===== src/rtl/thirty_two_bit_serial_addsub.sv =====
// thirty_two_bit_serial_addsub: nibble-serial WIDTH-bit adder/subtractor fed by a slice-wise NOT stage
// Ports: clk, rst (sync, active-high); start/sub/a/b request sampled in IDLE;
//        busy (RUN), done (one-cycle pulse), result, carry, overflow, zero.
// Optional macro SERIAL_ADDSUB_SAT_EN: saturate result on signed overflow.

module thirty_two_bit_not #(
    parameter int WIDTH = 32,
    parameter int SLICE = 4
) (
    input  logic [WIDTH-1:0] a,
    output logic [WIDTH-1:0] y
);
    for (genvar i = 0; i < WIDTH / SLICE; i++) begin : g_slice
        assign y[i*SLICE +: SLICE] = ~a[i*SLICE +: SLICE];
    end
endmodule

module thirty_two_bit_serial_addsub #(
    parameter int WIDTH = 32,
    parameter int SLICE = 4
) (
    input  logic             clk,
    input  logic             rst,
    input  logic             start,
    input  logic             sub,
    input  logic [WIDTH-1:0] a,
    input  logic [WIDTH-1:0] b,
    output logic             busy,
    output logic             done,
    output logic [WIDTH-1:0] result,
    output logic             carry,
    output logic             overflow,
    output logic             zero
);
    localparam int NSLICE = WIDTH / SLICE;
    localparam int IW = $clog2(NSLICE);
    typedef enum logic [1:0] {IDLE, RUN, DONE} state_t;
    state_t state, state_n;
    logic [WIDTH-1:0] a_r, b_r, b_n, res_n, fin;
    logic [IW-1:0] idx;
    logic cin, last, ovf;
    logic [SLICE:0] sum;
    thirty_two_bit_not #(.WIDTH(WIDTH), .SLICE(SLICE)) u_not (.a(b), .y(b_n));
    assign busy = state == RUN;
    assign done = state == DONE;
    assign last = idx == IW'(NSLICE - 1);
    assign sum = {1'b0, a_r[idx*SLICE +: SLICE]} + {1'b0, b_r[idx*SLICE +: SLICE]} + (SLICE + 1)'(cin);
    always_comb begin
        res_n = result;
        res_n[idx*SLICE +: SLICE] = sum[SLICE-1:0];
    end
    // Flags are taken from the fully assembled word, including the slice written on the last edge.
    assign ovf = (a_r[WIDTH-1] == b_r[WIDTH-1]) && (res_n[WIDTH-1] != a_r[WIDTH-1]);
`ifdef SERIAL_ADDSUB_SAT_EN
    assign fin = ovf ? {a_r[WIDTH-1], {(WIDTH-1){~a_r[WIDTH-1]}}} : res_n;
`else
    assign fin = res_n;
`endif
    always_comb begin
        state_n = state;
        case (state)
            IDLE: state_n = start ? RUN : IDLE;
            RUN:  state_n = last ? DONE : RUN;
            default: state_n = IDLE;
        endcase
    end
    always_ff @(posedge clk) begin
        if (rst) state <= IDLE;
        else state <= state_n;
    end
    always_ff @(posedge clk) begin
        if (rst) begin
            a_r <= '0;
            b_r <= '0;
            cin <= 1'b0;
            idx <= '0;
            result <= '0;
            carry <= 1'b0;
            overflow <= 1'b0;
            zero <= 1'b0;
        end else if (state == IDLE && start) begin
            a_r <= a;
            b_r <= sub ? b_n : b;
            cin <= sub;
            idx <= '0;
            result <= '0;
            carry <= 1'b0;
            overflow <= 1'b0;
            zero <= 1'b0;
        end else if (state == RUN) begin
            cin <= sum[SLICE];
            idx <= idx + 1'b1;
            result <= last ? fin : res_n;
            if (last) begin
                carry <= sum[SLICE];
                overflow <= ovf;
                zero <= fin == '0;
            end
        end
    end
endmodule


===== config.mk =====
export PLATFORM = sky130hd
export DESIGN_NAME = thirty_two_bit_serial_addsub
export DESIGN_NICKNAME = d
export VERILOG_FILES = /design/src/rtl/thirty_two_bit_serial_addsub.sv
export SDC_FILE = /design/constraint.sdc
export NUM_CORES = 1
export LEC_CHECK = 0
export CORE_MARGIN = 3
export CORE_UTILIZATION = 52
export CTS_CLUSTER_DIAMETER = 50
export CTS_CLUSTER_SIZE = 8
export DETAILED_ROUTE_END_ITERATION = 12
export GPL_TIMING_DRIVEN = 0
export PLACE_DENSITY = 0.83
export SLEW_MARGIN = 20
export SYNTH_ARGS = -nofsm -noshare
export SYNTH_HDL_FRONTEND = slang
export SYNTH_HIERARCHICAL = 1
export SYNTH_SLANG_ARGS = --single-unit

===== constraint.sdc =====
create_clock -name clk -period 3.99 [get_ports clk]
set_clock_uncertainty 0.15 [all_clocks]
set_input_delay 0.5985 -clock clk [delete_from_list [all_inputs] [get_ports clk]]
set_output_delay 0.5985 -clock clk [all_outputs]
set_load 0.02 [all_outputs]

==> Word level (Yosys, flattened, before mapping) <==
Cells that the tools add are included.
{ "classes": {"addsub": 4, "eq_ne": 5, "shifts": 4, "n_mux": 7, "bitwise_logic": 8, "reduce_logical": 7} }
{ "ops": {"columns": ["operator", "n"], "rows": [
  ["$shiftx A32 B6 Y4", 2],
  ["$neg A5 Y34", 1],
  ["$shift A4 B34 Y32 const A", 1],
  ["$shiftx A4 B34 Y32", 1],
  ["$bwmux W32", 1],
  ["$logic_not A32 Y1", 1],
  ["$mux W32", 1],
  ["$not A4 Y4", 8],
  ["$add A4 B4 Y5", 1],
  ["$add A5 B1 Y5", 1],
  ["$pmux W2 S2", 1],
  ["$add A3 B1 Y3 const B", 1],
  ["$eq A3 B3 Y1 const B", 1],
  ["$mux W1", 3],
  ["$eq A2 B1 Y1 const B", 1],
  ["$eq A2 B2 Y1 const B", 1],
  ["$logic_and A1 B1 Y1", 2],
  ["$logic_not A2 Y1", 1],
  ["$mux W2", 1],
  ["$reduce_and A2 Y1", 1],
  ["$reduce_bool A2 Y1", 1],
  ["$reduce_or A2 Y1", 1],
  ["$eq A1 B1 Y1", 1],
  ["$ne A1 B1 Y1", 1]
]} }
{ "word_totals": {"register_bits": 105, "inputBits": 68, "out_inout_bits": 37, "word_cells": 44} }

==> Depth between registers and ports, before layout <==
Gate-level depths: netlist (run 1).
{ "logic_depth": {"depth_word": 7, "mapped_depth": 16, "ltp_nobuf": 12} }

==> By module <==
The synthesis (run 1) kept the hierarchy.
{ "modules_own_cells": {"columns": ["module", "instances", "cells_per_inst", "area_per_inst_um2"], "rows": [
  ["thirty_two_bit_serial_addsub", 1, 620, 5182.5],
  ["thirty_two_bit_not", 1, 32, 120.1]
]} }

==> Least setup slack after synthesis (run 1) <==
No wires, ideal clock.
{ "synth_path": {"path_kind": "register -> register", "start": "reg idx[0]", "end": "reg zero", "setup_time_ns": 0.117, "arrival_ns": 3.205, "slack_ns": 0.518, "path_stages_with_launch": 16, "path_buffers": 4, "cell_sequence": "dfxtp_1 -> buf_6 -> buf_2 -> buf_4 -> mux4_2 -> nand2_1 -> nand2_1 -> fa_1 -> inv_1 -> fa_1 -> clkbuf_1 -> nand2b_1 -> nor2_1 -> o311ai_1 -> a2111o_1 -> o21ai_1"} }
{ "synth_between": {"elab_chain_cells": 6, "word_cells_on_any_way": 11, "cone_classes": "3 x add/sub; 1 x eq/ne; 4 x shift; 1 x mux; 2 x reduce/logical"} }
{ "synth_lines": {"columns": ["element", "line", "source"], "rows": [
  ["from (decl)", "40", "logic [IW-1:0] idx;"],
  ["from (signal assigned)", "92", "idx <= idx + 1'b1;"],
  ["$shiftx A32 B6 Y4", "47", "assign sum = {1'b0, a_r[idx*SLICE +: SLICE]} + {1'b0, b_r[idx*SLICE +: SLICE]} + (SLICE + 1)'(cin);"],
  ["$add A4 B4 Y5", "47", null],
  ["$add A5 B1 Y5", "47", null],
  ["$shiftx A4 B34 Y32", "50", "res_n[idx*SLICE +: SLICE] = sum[SLICE-1:0];"],
  ["$bwmux W32", "50", null],
  ["$logic_not A32 Y1", "97", "zero <= fin == '0;"],
  ["to (signal assigned)", "80", "zero <= 1'b0;"],
  ["to (signal assigned)", "89", "zero <= 1'b0;"],
  ["to (signal assigned)", "97", null],
  ["to (decl)", "33", "output logic zero"]
]} }
Parallel ways exist; a longest one is shown, timed or not.
A chain may end at the register's enable or synchronous reset.

==> Worst setup path in the final report (run 1) <==
{ "layout_path": {"start": "reg idx[1]", "end": "reg zero"} }
The elaborated chain is that of the path after synthesis.

==> results of run 1 <==
==> layout make-up <==
cell class | count | area [um2] | share of cell area [%]
Buffer | 40 | 171 | 2.56
Clock buffer | 11 | 131 | 1.96
Clock inverter | 5 | 65.1 | 0.972
Inverter | 44 | 165 | 2.47
Multi-Input combinational cell | 460 | 2870 | 42.9
Sequential cell | 105 | 2100 | 31.4
Tap cell | 133 | 166 | 2.49
Timing Repair Buffer | 102 | 1020 | 15.3
==> logic make-up after synthesis <==
kind of cell | Yosys count
buffers and inverters | 87
AO/OA/AOI/OAI | 149
flip-flops | 105
XOR/XNOR | 3
multiplexers | 55
adder cells (fa/ha/maj) | 12
AND/OR/NAND/NOR | 241
==> timing repair <==
item	CTS	global route
buffers inserted	0	0
endpoints found under the hold margin	0	0
resized for setup	4	3
endpoints found under the setup margin	7	1
==> worst min path at each step <==
stage                 start  endpoint  slack [ns]  depth (start not counted)
floorplan           a_r[10]   a_r[10]        0.28                          2
global placement    a_r[12]   a_r[12]        0.29                          2
detailed placement  a_r[13]   a_r[13]        0.30                          2
CTS                  a_r[1]    a_r[1]        0.31                          2
global route         a_r[6]    a_r[6]        0.33                          2
finish              a_r[27]   a_r[27]        0.31                          2
==> where the power goes <==
group	internal (mW)	leakage (nW)	switching [mW]	total, mW
Sequential	1.10	0.860	0.0317	1.13
Clock	0.297	0.0917	0.381	0.677
Combinational	0.187	1.64	0.240	0.427
Total	1.58	2.59	0.653	2.24
==> cell usage after synthesis (2+ instances only) <==
master	n
nand4_1	3
clkbuf_1	29
dfxtp_1	105
and2_1	3
nor4_1	2
o21ai_1	2
nand2b_1	3
fa_1	2
ha_1	10
buf_4	2
or3_1	2
o31ai_1	2
a21o_1	2
inv_1	41
o22ai_1	2
xor2_1	2
nand3_1	11
nor3_1	2
a221oi_1	2
o21ai_0	26
buf_1	4
nand2_1	124
mux2i_1	38
a21oi_1	68
a211oi_1	33
nor2_1	81
mux4_2	16
buf_2	7
clkinv_1	2
==> sequential cells by signal, summed over array words and instances (netlist names) <==
register	count
a_r	32
overflow	1
cin	1
carry	1
zero	1
idx	3
state	2
result	32
b_r	32
==> through the flow <==
stage               cell area, um2  util [%]  worst slack, ns
finish                        6690      67.8            0.303
floorplan                     5300         -            0.518
CTS                           6700      67.9            0.200
detailed placement            6490      65.8           -0.307
global route                  6690      67.8           0.0250
global placement              6490      65.8           -0.217
==> worst max-delay path: stages (launching register included) <==
cell	delay [ns]
dfxtp_2	0.45
buf_4	0.26
clkbuf_2	0.32
mux4_2	0.36
nand2_1	0.10
nand2_1	0.07
fa_1	0.39
inv_1	0.09
fa_2	0.35
nand2b_1	0.15
o21ai_0	0.19
mux2i_1	0.11
nor4_1	0.28
nand4_1	0.18
o21ai_1	0.16
==> metal layers <==
metal  track usage, %  share of wire, %
met1             31.8                41
met2             44.6                50
met3             4.09               6.5
met4             10.0               2.4
met5                0                 0
==> summary.txt, run 1 <==
STA
  – Hold slack: 0.311 ns
  – RSZ-0062 raised after global routing: no
  – Worst slew pin tran: 0.599 ns
  – Period minus WS final: 3.69 ns
  – Setup TNS: 0 ns
  – Hold Fails Final Rpt: 0
  – Final Setup Violations: 0
  – Slew headroom: 60.0%
  – Fmax: 271 MHz
  – Crit share post-route: 92.4%
  – Final slew viol count: 0

Route
  – Avg WL per Cell: 15.9 um
  – Vias per inst: 5.62
  – Initial DRT Pass Iterations: 5
  – Via Count: 5054
  – Post-DRT Antenna Nets: 0
  – DRC Markers: 0
  – Total wire length: 14300 um
  – First DRT Iteration DRCs: 299

Setup path
  – Worst EP required: 4.15 ns
  – Crit-path max FO: 10
  – Worst R2R Setup Slack: 0.30 ns
  – Reg2Reg Depth: 14
  – Critical Path Sink: zero
  – R2r startpoint: idx[1]
  – Worst setup startpoint: idx[1]
  – Critical path arrival: 3.85 ns
  – WS Path Type: register to register
  – CP endpoint kind: register
  – Worst Setup Start Kind: register
  – Worst r2r dst: zero

Synthesis
  – Xor and xnor area share after synthesis: 0.496%
  – Mapped Avg Cell Area: 8.13 um2
  – Share of the synthesized area in the top cell type: 39.6%
  – Adder-cell share of the synthesized area: 3.11%
  – Cells after synthesis: 652
  – Register area share after synthesis: 39.6%
  – Post-Synth Simple-Gate Area: 18.8%
  – FFs w/ async S/R, synth: 0%
  – EDFF count, synth: 0
  – Number of synthesized register bits: 105
  – Synth Area in Compound Gates: 17.2%
  – Net Count, Synth: 732
  – Top cells by area, synth: dfxtp_1 40%, nand2_1 8.8%, mux2i_1 7.2%, mux4_2 6.8%, a21oi_1 6.4%
  – Synth Warn #: 6
  – Largest family of logic cells by synthesized area: simple AND/OR/NAND/NOR gates
  – Cell area after synthesis: 5300 um2
  – Number of library cell types mapped by synthesis: 55
  – Area leader, netlist: dfxtp_1
  – Mux cell area share after synthesis: 14.2%
  – Synth Flop Type: dfxtp_1

Global routing
  – All-Layer GR Usage: 25.6%
  – Initial antenna violation count: 0
  – Largest net degree at the start of global routing: 19
  – Vias in the first global route: 4957
  – First-pass GRT wire length: 23400 um
  – Grt ovf: 0

Power and ir drop
  – Maximum VDD drop: 163 uV
  – Lkg Pwr: 2.59 nW
  – Tot Pwr: 2.24 mW
  – PD cells: 334 nW/um2

Clock network
  – Clock tree root driver cell: clkbuf_8
  – H-tree level count: 3
  – Worst skew pair latency: 0.38 ns
  – CTS tree: done
  – Hold-fix buffers at CTS: 0
  – CTS Sinks: 105
  – Cts bufs inserted: 9
  – Clock Path Buffers: 2
  – Reg clk slew, reported paths: 0.10 ns

Die
  – Die X: 107 um
  – Row cnt: 36
  – Starting Density: 53.8%
  – Top-level I/O count: 105
  – Die height: 107 um
  – DIE AREA: 11400 um2
  – Core area: 9860 um2

Place
  – HPWL after DPL: 11200 um
  – Placed Cells: 887
  – Final Wtd Congestion: 0.937
  – IO Port Bufs: 102

Finish
  – Area Growth Syn to Fin: 26.2%
  – Final std cells w/o fill: 900
  – # fillers: 814
  – Most frequent cells in the layout: 124 x nand2_1, 104 x dfxtp_1, 102 x clkdlybuf4s50_1
  – Ant. Diodes: 0
  – Layout cell share with drive strength beyond 1: 6.91%
  – Fin nets: 842
  – Most common cell after layout, fill and taps aside: nand2_1

Min path
  – Worst min path class: register to register

Run status
  – Status: finished, final reports clean

Job
  – Max-capacitance violation count: 0
Power figures use the tool's default switching activity.
==> run 2, diff against run 1 <==
RECOVER_POWER = 100   (was unset)
==> summary.txt, run 2 (synthesis gave the netlist of run 1 again) <==
Global routing
  – Initial antenna violation count: 0 (unchanged)
  – Vias in the first global route: 4957 (unchanged)
  – First-pass GRT wire length: 23400 um (unchanged)
  – All-Layer GR Usage: 25.6% (unchanged)
  – Largest net degree at the start of global routing: 19 (unchanged)
  – Grt ovf: 0 (unchanged)

Power and ir drop
  – Switching part of the total: 29.2% (+0.039 points)
  – Clock network power share: 30.4% (about the same)
  – Seq pwr share: 50.7% (about the same)
  – Lkg Pwr: 2.71 nW (+4.7%)
  – Combinational Power Share: 18.9% (-0.2 points)
  – Net Sw Power: 653 uW (about the same)
  – Tot Pwr: 2.23 mW (-0.10%)
  – Maximum VDD drop: 162 uV (-0.42%)
  – PD cells: 335 nW/um2 (+0.21%)
  – Pint: 1.58 mW (-0.16%)

Setup path
  – R2r startpoint: idx[1]
  – Reg2Reg Depth: 12 (-2)
  – WS Path Type: register to register
  – Worst setup startpoint: idx[1]
  – Crit-path max FO: 10 (unchanged)
  – CP endpoint kind: register
  – Critical path arrival: 3.88 ns (+0.03 ns)
  – Worst Setup Start Kind: register
  – Worst EP required: 4.15 ns (about the same)

Route
  – Vias per inst: 5.60 (-0.36%)
  – Post-DRT Antenna Nets: 0 (unchanged)
  – Via Count: 5036 (-0.36%)
  – DRC Markers: 0 (unchanged)
  – Initial DRT Pass Iterations: 5 (unchanged)
  – First DRT Iteration DRCs: 239 (-20%)
  – Avg WL per Cell: 15.9 um (about the same)
  – Total wire length: 14300 um (about the same)

Finish
  – Most common cell after layout, fill and taps aside: nand2_1
  – Most frequent cells in the layout: 124 x nand2_1, 104 x dfxtp_1, 81 x nor2_1
  – # fillers: 819 (+0.61%)
  – Biggest regs: a_r (32), b_r (32), result (32)
  – Final core occ: 67.6% (-0.22 points)
  – Multi-input gate area in the final layout: 2850 um2 (-0.65%)
  – Ant. Diodes: 0 (unchanged)
  – Layout cell share with drive strength beyond 1: 6.26% (-0.65 points)
  – Area Growth Syn to Fin: 25.8%
  – Fin nets: 842 (unchanged)
  – Design area: 6670 um2 (-0.32%)
  – FF+latch area: 2100 um2 (unchanged)

Die
  – Core area: 9860 um2 (unchanged)
  – Die X: 107 um (unchanged)
  – Die height: 107 um (unchanged)
  – Row cnt: 36 (unchanged)
  – Starting Density: 53.8% (unchanged)
  – Top-level I/O count: 105 (unchanged)
  – DIE AREA: 11400 um2 (unchanged)

Clock network
  – Setup Fix Bufs, Post-CTS: 0 (unchanged)
  – Clock Path Buffers: 2 (unchanged)
  – Cts bufs inserted: 9 (unchanged)
  – H-tree level count: 3 (unchanged)
  – Clock tree root driver cell: clkbuf_8
  – CTS Sinks: 105 (unchanged)
  – Reg clk slew, reported paths: 0.10 ns (about the same)
  – CTS tree: done
  – Worst skew pair latency: 0.38 ns (about the same)

Min path
  – Worst hold path depth: 2 (unchanged)
  – Hold Crit Start: a_r[27]
  – Worst min path class: register to register

Place
  – Final Wtd Congestion: 0.937 (unchanged)
  – Setup WS pre-CTS: -0.307 ns (unchanged)
  – Post-DP Area: 6490 um2 (unchanged)
  – IO Port Bufs: 102 (unchanged)
  – HPWL after DPL: 11200 um (unchanged)

STA
  – Hold slack: 0.312 ns (+0.000881 ns)
  – Setup ws final: 0.271 ns (-0.0321 ns)
  – Slew headroom: 47.7% (-12 points)
  – Final Setup Violations: 0 (unchanged)
  – Hold Fails Final Rpt: 0 (unchanged)
  – Crit share post-route: 93.2% (+0.80 points)
  – Fmax: 269 MHz (-0.86%)
  – Worst slew pin tran: 0.782 ns (+0.183 ns)
  – RSZ-0062 raised after global routing: no
  – Final slew viol count: 0 (unchanged)
  – Period minus WS final: 3.72 ns (+0.0321 ns)

Run status
  – Status: finished, final reports clean

Job
  – Max-capacitance violation count: 0 (unchanged)
==> run 2: cell count changes in the layout (fill, tap and decap cells not counted), sizes merged <==
cell           change
dlygate4sd3       +38
buf                -4
clkbuf             +4
clkdlybuf4s50     -38
==> run 2: timing repair <==
item	4_1_cts	5_1_grt
cloned	0	0
gates resized for setup	4	3
hold buffers	0	0
setup endpoints to repair	7	1
==> run 2: critical path, stage by stage (launching register included) <==
cell and delay [ns]:
dfxtp_2 0.45, buf_4 0.26, clkbuf_2 0.32, mux4_2 0.36, nand2_1 0.10, nand2_1 0.07
fa_1 0.39, a21o_1 0.17, a21oi_1 0.17, xor2_1 0.65, a41oi_1 0.09, a2111o_1 0.32
o21ai_1 0.14
==> run 2: layout make-up <==
class | count | share of cell area (%)
clock inverter | 5 | 0.975
clock buffer | 11 | 1.97
sequential | 105 | 31.5
inverter | 44 | 2.48
timing repair buffer | 102 | 15.3
buffer | 40 | 2.53
tap | 133 | 2.49
multi-input combinational | 460 | 42.7
==> run 2: final timing paths <==
check                               end  slack, ns
worst max-delay path               zero       0.27
worst min register to register  a_r[27]       0.31
worst min-delay path            a_r[27]       0.31
worst max register to register     zero       0.27
==> run 2: stage by stage <==
stage	instances	TNS, ns
5_1_grt	900	0
2_1_floorplan	652	0
3_5_place_dp	887	-0.545
4_1_cts	901	0
3_3_place_gp	887	-0.256
6_report	900	0
==> run 2: power groups by stage <==
stage,sequential (mW),combinational (mW),clock (mW)
after global placement,1.15,0.407,0
after detailed placement,1.15,0.421,0
after CTS,1.13,0.428,0.676
final,1.13,0.423,0.680
after global routing,1.14,0.466,0.717
after floorplan,1.15,0.263,0
==> run 2: layer usage <==
metal	global-route usage, %	wire length [um]	up-vias
li1	-	-	2454
met1	31.8	5940	2359
met2	44.6	7150	189
met3	4.09	831	34
met4	10.0	377	0
met5	0	0	-
